==> config.mk <==
export PLATFORM = sky130hd
export DESIGN_NAME = blink_sequencer_flat
export DESIGN_NICKNAME = d
export VERILOG_FILES = /design/src/rtl/blink_pkg.sv /design/src/rtl/blink_sequencer_if.sv /design/src/rtl/blink_sequencer_tick_prescaler.sv /design/src/rtl/blink_sequencer.sv /design/src/flat_wrapper.sv
export SDC_FILE = /design/constraint.sdc
export NUM_CORES = 1
export LEC_CHECK = 0
export CAP_MARGIN = 20
export CORE_MARGIN = 2
export CORE_UTILIZATION = 58
export DETAILED_ROUTE_END_ITERATION = 16
export PLACE_DENSITY = 0.88
export SYNTH_ARGS = -nofsm -noshare
export SYNTH_HDL_FRONTEND = slang
export SYNTH_SLANG_ARGS = --single-unit
==> constraint.sdc <==
create_clock -name clk -period 3 [get_ports clk]
set_clock_uncertainty 0.1 [all_clocks]
set_input_delay 0.6 -clock clk [delete_from_list [all_inputs] [get_ports clk]]
set_output_delay 0.6 -clock clk [all_outputs]
set_load 0.05 [all_outputs]
==> src/rtl/blink_pkg.sv <==
// Shared constants for the LED blink sequencer: state encoding, default sizing
// and the configuration values loaded at reset.
package blink_pkg;
  typedef enum logic [1:0] {
    IDLE = 2'd0,
    ON   = 2'd1,
    OFF  = 2'd2
  } state_e;

  localparam int DEF_TICK_DIV = 50000000;
  localparam int DEF_CNT_W    = 8;
  localparam int DEF_REP_W    = 4;

  localparam int CFG_ON_RST   = 1;
  localparam int CFG_OFF_RST  = 1;
  localparam int CFG_REPS_RST = 0;
endpackage

==> src/rtl/blink_sequencer_if.sv <==
// Configuration handshake, run control and status of the blink sequencer.
interface blink_sequencer_if import blink_pkg::*; #(
  parameter int CNT_W = DEF_CNT_W,
  parameter int REP_W = DEF_REP_W
);
  logic             cfg_valid;
  logic             cfg_ready;
  logic [CNT_W-1:0] cfg_on;
  logic [CNT_W-1:0] cfg_off;
  logic [REP_W-1:0] cfg_reps;
  logic             start;
  logic             stop;
  logic             led;
  logic             busy;
  logic             done;
  logic             tick;

  modport master (
    output cfg_valid, cfg_on, cfg_off, cfg_reps, start, stop,
    input  cfg_ready, led, busy, done, tick
  );

  modport slave (
    input  cfg_valid, cfg_on, cfg_off, cfg_reps, start, stop,
    output cfg_ready, led, busy, done, tick
  );
endinterface

==> src/rtl/blink_sequencer_tick_prescaler.sv <==
// Free-running clock divider that emits a one-cycle tick every TICK_DIV enabled
// cycles; clr restarts the count so a new sequence gets full-length phases.
module tick_prescaler import blink_pkg::*; #(
  parameter int TICK_DIV = DEF_TICK_DIV
) (
  input  logic clk,
  input  logic rst,
  input  logic en,
  input  logic clr,
  output logic tick
);
  localparam int TICK_W = $clog2(TICK_DIV);

  logic [TICK_W-1:0] cnt_q, cnt_d;

  always_comb begin
    tick  = en && (cnt_q == TICK_W'(TICK_DIV - 1));
    cnt_d = cnt_q;
    if (clr)     cnt_d = '0;
    else if (en) cnt_d = tick ? '0 : cnt_q + 1'b1;
  end

  always_ff @(posedge clk or negedge rst) begin
    if (!rst) cnt_q <= '0;
    else      cnt_q <= cnt_d;
  end
endmodule

==> src/rtl/blink_sequencer.sv <==
// LED blink sequencer: runs a programmable on/off pattern, bounded or endless,
// paced by the tick prescaler; config loads through a valid/ready handshake.
module blink_sequencer import blink_pkg::*; #(
  parameter int TICK_DIV = DEF_TICK_DIV,
  parameter int CNT_W    = DEF_CNT_W,
  parameter int REP_W    = DEF_REP_W
) (
  input  logic               clk,
  input  logic               rst,
  blink_sequencer_if.slave   bus
);
  state_e           state_q, state_d;
  logic [CNT_W-1:0] on_q, on_d, off_q, off_d, phase_q, phase_d;
  logic [REP_W-1:0] reps_q, reps_d, rep_q, rep_d;
  logic             led_q, led_d, done_q, done_d;
  logic [REP_W:0]   rep_inc;
  logic             end_cycle;
  logic             tick, busy, pre_clr;

  tick_prescaler #(.TICK_DIV(TICK_DIV)) u_pre (
    .clk  (clk),
    .rst  (rst),
    .en   (busy),
    .clr  (pre_clr),
    .tick (tick)
  );

  always_ff @(posedge clk or negedge rst) begin
    if (!rst) begin
      state_q <= IDLE;
      on_q    <= CNT_W'(CFG_ON_RST);
      off_q   <= CNT_W'(CFG_OFF_RST);
      reps_q  <= REP_W'(CFG_REPS_RST);
      phase_q <= '0;
      rep_q   <= '0;
      led_q   <= 1'b0;
      done_q  <= 1'b0;
    end else begin
      state_q <= state_d;
      on_q    <= on_d;
      off_q   <= off_d;
      reps_q  <= reps_d;
      phase_q <= phase_d;
      rep_q   <= rep_d;
      led_q   <= led_d;
      done_q  <= done_d;
    end
  end

  always_comb begin
    state_d   = state_q;
    on_d      = on_q;
    off_d     = off_q;
    reps_d    = reps_q;
    phase_d   = phase_q;
    rep_d     = rep_q;
    led_d     = led_q;
    done_d    = 1'b0;
    end_cycle = 1'b0;
    rep_inc   = {1'b0, rep_q} + 1'b1;

    if (bus.cfg_valid && state_q == IDLE) begin
      on_d   = bus.cfg_on;
      off_d  = bus.cfg_off;
      reps_d = bus.cfg_reps;
    end

    case (state_q)
      IDLE: if (bus.start && !bus.stop) begin
        if (on_q != '0) begin
          state_d = ON;
          led_d   = 1'b1;
          phase_d = on_q;
          rep_d   = '0;
        end else begin
          done_d  = 1'b1;
        end
      end
      ON: if (tick) begin
        if (phase_q == CNT_W'(1)) begin
          if (off_q != '0) begin
            state_d = OFF;
            led_d   = 1'b0;
            phase_d = off_q;
          end else begin
            end_cycle = 1'b1;
          end
        end else begin
          phase_d = phase_q - 1'b1;
        end
      end
      OFF: if (tick) begin
        if (phase_q == CNT_W'(1)) end_cycle = 1'b1;
        else                      phase_d   = phase_q - 1'b1;
      end
      default: state_d = IDLE;
    endcase

    if (end_cycle) begin
      if (reps_q != '0 && rep_inc == {1'b0, reps_q}) begin
        state_d = IDLE;
        led_d   = 1'b0;
        done_d  = 1'b1;
      end else begin
        state_d = ON;
        led_d   = 1'b1;
        phase_d = on_q;
        // endless runs park the counter at all-ones instead of wrapping
        rep_d   = (&rep_q) ? rep_q : rep_inc[REP_W-1:0];
      end
    end

    if (bus.stop && state_q != IDLE) begin
      state_d = IDLE;
      led_d   = 1'b0;
      done_d  = 1'b0;
    end
  end

  always_comb begin
    busy          = (state_q != IDLE);
    // restart the prescaler on every launch and on abort
    pre_clr       = (state_q == IDLE) ? (bus.start && !bus.stop) : bus.stop;
    bus.cfg_ready = (state_q == IDLE);
    bus.busy      = busy;
    bus.led       = led_q;
    bus.done      = done_q;
    bus.tick      = tick;
  end
endmodule

==> src/flat_wrapper.sv <==
// flat-port wrapper written by rule: the top's interface ports become plain ports
module blink_sequencer_flat import blink_pkg::*;
#(
  parameter int TICK_DIV = DEF_TICK_DIV,
  parameter int CNT_W    = DEF_CNT_W,
  parameter int REP_W    = DEF_REP_W
)
  (clk, rst, bus_cfg_valid, bus_cfg_on, bus_cfg_off, bus_cfg_reps, bus_start, bus_stop, bus_cfg_ready, bus_led, bus_busy, bus_done, bus_tick);
  blink_sequencer_if #(.CNT_W(CNT_W), .REP_W(REP_W)) bus_i ();
  input  logic clk;
  input  logic rst;
  input wire logic [$bits(bus_i.cfg_valid)-1:0] bus_cfg_valid;
  input wire logic [$bits(bus_i.cfg_on)-1:0] bus_cfg_on;
  input wire logic [$bits(bus_i.cfg_off)-1:0] bus_cfg_off;
  input wire logic [$bits(bus_i.cfg_reps)-1:0] bus_cfg_reps;
  input wire logic [$bits(bus_i.start)-1:0] bus_start;
  input wire logic [$bits(bus_i.stop)-1:0] bus_stop;
  output wire logic [$bits(bus_i.cfg_ready)-1:0] bus_cfg_ready;
  output wire logic [$bits(bus_i.led)-1:0] bus_led;
  output wire logic [$bits(bus_i.busy)-1:0] bus_busy;
  output wire logic [$bits(bus_i.done)-1:0] bus_done;
  output wire logic [$bits(bus_i.tick)-1:0] bus_tick;
  assign bus_i.cfg_valid = bus_cfg_valid;
  assign bus_i.cfg_on = bus_cfg_on;
  assign bus_i.cfg_off = bus_cfg_off;
  assign bus_i.cfg_reps = bus_cfg_reps;
  assign bus_i.start = bus_start;
  assign bus_i.stop = bus_stop;
  assign bus_cfg_ready = bus_i.cfg_ready;
  assign bus_led = bus_i.led;
  assign bus_busy = bus_i.busy;
  assign bus_done = bus_i.done;
  assign bus_tick = bus_i.tick;
  blink_sequencer #(.TICK_DIV(TICK_DIV), .CNT_W(CNT_W), .REP_W(REP_W)) u_core (.clk(clk), .rst(rst), .bus(bus_i));
endmodule
# Yosys cells after proc, flatten, opt, wreduce, memory -nomap -nowiden

Cells that the tools add are included.

$add $sub $neg: 3
$mul: 0
Div/mod/pow operators: 0
Order comparisons: 0
Eq/ne operators: 12
Shifts and indexed selects: 0
Muxes and demuxes: 50
Bitwise operators: 0
Reduce and logical (&&, ||, !) cells: 16

Operators with widths:

| kind                                                                | count |
|---|---|
| 26-bit 2-to-1 mux                                                   | 3 |
| 8-bit 2-to-1 mux                                                    | 9 |
| 26-bit by 1-bit adder with 26-bit output (second input constant)    | 1 |
| 26-bit == test (second input constant)                              | 1 |
| 4-bit 2-to-1 mux                                                    | 6 |
| 8-bit one-hot mux with 3 select lines                               | 1 |
| 1-bit 2-to-1 mux                                                    | 21 |
| 4-bit by 1-bit != test with 1-bit output (second input constant)    | 4 |
| 8-bit nonzero test                                                  | 2 |
| 2-bit 2-to-1 mux                                                    | 7 |
| 6-bit AND reduction                                                 | 2 |
| 8-bit by 1-bit == test with 1-bit output (second input constant)    | 1 |
| 4-bit nonzero test                                                  | 2 |
| 8-bit by 1-bit subtractor with 8-bit output (second input constant) | 1 |
| 2-bit one-hot mux with 3 select lines                               | 1 |
| 4-bit by 1-bit adder with 5-bit output (second input constant)      | 1 |
| 5-bit by 4-bit == test with 1-bit output                            | 1 |
| 1-bit logical AND                                                   | 5 |
| 4-bit by 2-bit != test with 1-bit output (second input constant)    | 1 |
| 1-bit one-hot mux with 2 select lines                               | 2 |
| 4-bit AND reduction                                                 | 1 |
| 2-bit nonzero test                                                  | 2 |
| 3-bit by 1-bit != test with 1-bit output (second input constant)    | 1 |
| 3-bit != test (second input constant)                               | 1 |
| 4 further kinds                                                     | 4 |

Register bits: 62
Latch bits: 0
Memory bits (writable): 0
ROM bits: 0
Input bits: 25
Output and inout port bits: 5
Logic and storage cells: 90
Memories kept: 0

# Longest topological paths before layout

Gate-level depths: netlist of run 1.

Depth in word-level cells: 7
Gate-level depth with buffers: 11
Gate-level depth less buffers: 9

# Modules after synthesis

A second synthesis of run 1 with hierarchy kept.

Cells, all modules: 373
Area total of the unflattened synthesis: 3654.8 µm²

Modules (own cells, without submodules):

| module          | instances | cells each | area an instance (µm²) | sequential area each (µm²) |
|---|---|---|---|---|
| blink_sequencer | 1         | 216        | 2162.1                 | 903.4 |
| tick_prescaler  | 1         | 157        | 1492.7                 | 650.6 |

# Worst setup path before layout of run 1

OpenSTA, ideal clock, no wires.

Path type: register to register
From: register u_core.state_q[0]
To: register u_core.u_pre.cnt_q[11]
Library setup time: 0.132 ns
Arrival time: 2.854 ns
Data required time: 2.768 ns
Setup slack: -0.086 ns
Cell stages (with the launch flop): 12
Path buffers: 2
Clock period less this slack: 3.086 ns
Cell sequence: dfrtp_1 -> inv_1 -> ha_1 -> nor4b_1 -> nand4_1 -> clkbuf_1 -> or2_1 -> inv_1 -> nor3_1 -> nor2_1 -> clkbuf_1 -> nor2_1

Elaborated cells between the ends (all ways): 8
Those cells by class: mux (4); reduce/logical (4)

RTL lines:

| what                                                           | RTL line                             | source |
|---|---|---|
| start: declaration                                             | blink_sequencer.sv:12                | `state_e state_q, state_d;` |
| start signal: assignment                                       | blink_sequencer.sv:39                | `state_q <= state_d;` |
| 2-bit zero test (*)                                            | -                                    |  |
| net bus_cfg_ready                                              | flat_wrapper.sv:18                   | `output wire logic [$bits(bus_i.cfg_ready)-1:0] bus_cfg_ready;` |
| 1-bit 2-to-1 mux (*)                                           | blink_sequencer.sv:123               | `pre_clr = (state_q == IDLE) ? (bus.start && !bus.stop) : bus.stop;` |
| 26-bit 2-to-1 mux / 2-bit nonzero test (equally long branches) | -                                    |  |
| end signal: assignment                                         | blink_sequencer_tick_prescaler.sv:25 | `else cnt_q <= cnt_d;` |
| end: declaration                                               | blink_sequencer_tick_prescaler.sv:14 | `logic [TICK_W-1:0] cnt_q, cnt_d;` |

Mark *: on every way through the listed nets, which the timed path passes. The rest lies on a longest branch. The select of a mux whose other input is x is not followed.
A chain may end at the register's enable or synchronous reset.

# Final worst setup path of run 1

From: register u_core.u_pre.cnt_q[0]
To: output port bus_tick

Cells in the longest elaborated chain, start to end: 2

Ends and longest elaborated chain:

| what              | RTL line                             | source |
|---|---|---|
| 26-bit == test    | blink_sequencer_tick_prescaler.sv:17 | `tick = en && (cnt_q == TICK_W'(TICK_DIV - 1));` |
| 1-bit logical AND | blink_sequencer_tick_prescaler.sv:17 |  |
| end: declaration  | flat_wrapper.sv:22                   | `output wire logic [$bits(bus_i.tick)-1:0] bus_tick;` |

Every way passes these cells.

==> results.json, run 1 <==
{
  "switchingPower_mw": 1.344,
  "antenna_left": 0,
  "finalMaxSlewViolations": 0,
  "power_leakage_nw": 1.867,
  "combPwrFrac_pct": 41.6,
  "async_flop_share_pct": 100.0,
  "p_clk_share_pct": 20.8,
  "yosysWarnings": 0,
  "crit_path_start_kind": "flop",
  "post_drt_wl_per_cell_um": 16.96,
  "antenna_found_initial": 0,
  "power.internal_mw": 2.095,
  "start_util_pct": 60.92,
  "holdWs_ns": 0.1986,
  "max_cap_viol_count": 0,
  "grt_pass1_vias": 3162,
  "netlist_area_um2": 3671,
  "num_rows": 28,
  "fin_area_um2": 4402,
  "syn_nets": 426,
  "netSwitchingFraction_pct": 39.07,
  "dp_hpwl_mm": 6.468,
  "finalSetupTns_ns": 0,
  "vias": 3239,
  "h-tree-depth": 3,
  "dieWidth_um": 83.56,
  "syn_to_final_growth_pct": 19.90,
  "clockRootBuffer": "clkbuf_8",
  "die_h_um": 83.56,
  "worstMarginPinSlew_ns": 0.6955,
  "avgSynthCellArea_um2": 9.389,
  "ys.flop_type": "dfrtp_1",
  "finalWorstPathRequiredPeriod_ns": 2.921,
  "dr.first_iter.drc_count": 277,
  "numCtsBuffers": 9,
  "grt-ovfl-total": 0,
  "routabilityCongestion": 0.9894,
  "cts_tree": "done",
  "synthDistinctLibCells": 63,
  "place_area_um2": 4113,
  "core_area_um2": 6026,
  "clock_sinks": 62,
  "cp_max_fo": 5,
  "power_mw": 3.439,
  "rsz0062_at_grt": "false",
  "setup_viol": 0,
  "antenna_cells": 0,
  "synth_edf_count": 0,
  "ir_worst_vdd_mv": 0.6198,
  "post-route-period-util_pct": 97.37,
  "drive_above_1_share_pct": 18.43,
  "hold_path_class": "input port to asynchronous set/reset pin",
  "drt-total-wl_mm": 8.821,
  "grt_max_degree": 35,
  "remaining_drc_errors": 0,
  "ys_ff_latch": 62,
  "fillers": 444,
  "end_kind": "output port",
  "cts.path.max_buffers": 2,
  "clk_latency_ns": 0.34,
  "seq_area_um2": 1554,
  "layout.nets": 475,
  "slew_headroom_pct": 53.64,
  "crit_type": "flop to output port",
  "post-place-ws_ns": 0.2668,
  "grtUsageTotal_pct": 26.07,
  "critical_path_required_ns": 2.30,
  "num_io_pins": 30,
  "grt_pass1_wl_mm": 14.67,
  "seqPwrFrac_pct": 37.6,
  "ys_seq_area_share_pct": 42.33,
  "cp.arrival_ns": 2.22,
  "status": "finished, final reports clean",
  "die-area_um2": 6981,
  "multi_input_area_um2": 2014,
  "vias_per_cell": 6.229,
  "place_inst": 495,
  "setup_ws_ns": 0.07892,
  "fin_cells": 520,
  "dr.pass1.iters": 5,
  "portBuffers": 29,
  "final_util_pct": 73.05,
  "max_freq_mhz": 342.3,
  "synthCells": 391,
  "cts.reportedPaths.clkPinSlew_ns": 0.07,
  "hold_viol_final": 0,
  "p_per_area_nw_per_um2": 781.2
}
## layout by cell type (no fill, tap or decap), types with 3 or more instances in the layout
master,count
dfrtp_1,60
clkdlybuf4s50_1,26
a22o_1,3
xnor2_1,12
o21ai_0,23
nand2_1,24
o211ai_1,4
nand3_1,16
buf_4,23
and3_1,8
nand4_1,8
a22oi_1,3
or4_1,6
inv_1,11
nor3_1,6
o31ai_1,8
nor2_1,53
nor4_1,5
or3_1,3
ha_1,8
nor2b_1,8
mux2_2,20
a21oi_1,19
xor2_1,12
a21o_1,4
clkbuf_8,10
## registers in the layout (all words and copies together) (netlist names)
| name | cells |
|---|---|
| u_core.rep_q | 4 |
| u_core.on_q | 8 |
| u_core.phase_q | 8 |
| u_core.bus.done | 1 |
| u_core.off_q | 8 |
| u_core.bus.led | 1 |
| u_core.reps_q | 4 |
| u_core.u_pre.cnt_q | 26 |
| u_core.state_q | 2 |
## kinds of logic (layout without fill, tap and decap cells)
group | count (synthesis) | in the layout | synth area share, %
AO/OA/AOI/OAI | 94 | 94 | 17.38
multiplexers | 21 | 21 | 6.544
AND/OR/NAND/NOR | 152 | 152 | 21.10
XOR/XNOR | 24 | 24 | 5.726
buffers and inverters | 28 | 82 | 3.510
flip-flops | 62 | 62 | 42.33
adder cells (fa/ha/maj) | 10 | 10 | 3.408
## synthesized netlist by cell type (6+ instances only)
cell,number,area [µm²]
a21oi_1,19,95.09
and3_1,8,50.05
clkbuf_1,11,41.29
dfrtp_1,60,1501
ha_1,10,125.1
inv_1,12,45.04
mux2_2,20,225.2
nand2_1,24,90.09
nand3_1,16,80.08
nand4_1,8,50.05
nor2_1,53,198.9
nor2b_1,8,50.05
nor3_1,6,30.03
o21ai_0,23,115.1
o31ai_1,8,60.06
or4_1,7,52.55
xnor2_1,12,105.1
xor2_1,12,105.1
## power by group through the flow
stage / registers (mW) / clock network, mW / logic [mW]
after detailed placement: 1.30 / 0 / 1.36
after CTS: 1.28 / 0.736 / 1.38
after global routing: 1.32 / 0.768 / 1.56
after floorplan: 1.24 / 0 / 0.974
after global placement: 1.29 / 0 / 1.33
final: 1.29 / 0.716 / 1.43
## worst max-delay path, stage by stage (launching register included)
cell	delay, ns
dfrtp_1	0.38
ha_2	0.21
nand3_1	0.15
or4_4	0.61
or2_4	0.28
clkinvlp_4	0.11
buf_12	0.14
## what timing repair did
action / CTS / global route
pin swaps: 0 / 2
buffers inserted: 2 / 7
setup endpoints to repair: 2 / 1
hold buffers: 0 / 0
resized for setup: 2 / 6
## final cells by class
cell class / count / area share (%)
multi-input combinational: 301 / 45.76
sequential: 62 / 35.30
timing repair buffer: 54 / 11.31
clock buffer: 12 / 3.297
tap: 75 / 2.132
inverter: 12 / 1.109
clock inverter: 4 / 1.080
## path summary, 6_finish.rpt
path                                                    from                                end  slack, ns  cells after the start
max in group asynchronous                                rst        u_core.rep_q[3]$_DFFE_PN0P_       1.99                      2
max reg2reg                u_core.u_pre.cnt_q[0]$_DFFE_PN0P_        u_core.phase_q[3]$_DFF_PN0_       0.18                      7
min reg2reg                u_core.u_pre.cnt_q[0]$_DFFE_PN0P_  u_core.u_pre.cnt_q[0]$_DFFE_PN0P_       0.42                      1
min                                                      rst        u_core.off_q[2]$_DFFE_PN0P_       0.20                      1
max                        u_core.u_pre.cnt_q[0]$_DFFE_PN0P_                           bus_tick       0.08                      6
min in group clk           u_core.u_pre.cnt_q[0]$_DFFE_PN0P_  u_core.u_pre.cnt_q[0]$_DFFE_PN0P_       0.42                      1
## per-layer routing
metal / vias to the layer above / global-route usage, % / part of all wire [%]
met2: 144 / 40.18 / 45
met5: - / 0 / 0
met4: 0 / 11.00 / 2.6
met3: 27 / 7.517 / 7.8
met1: 1531 / 34.58 / 44
li1: 1537 / - / -
Note: power is estimated with default switching activity, not from simulation.
==> run 2, diff against run 1 <==
- SLEW_MARGIN: default -> 40
==> results of run 2 <==
No change in the layout: final DEF, timing and power equal those of run 1.
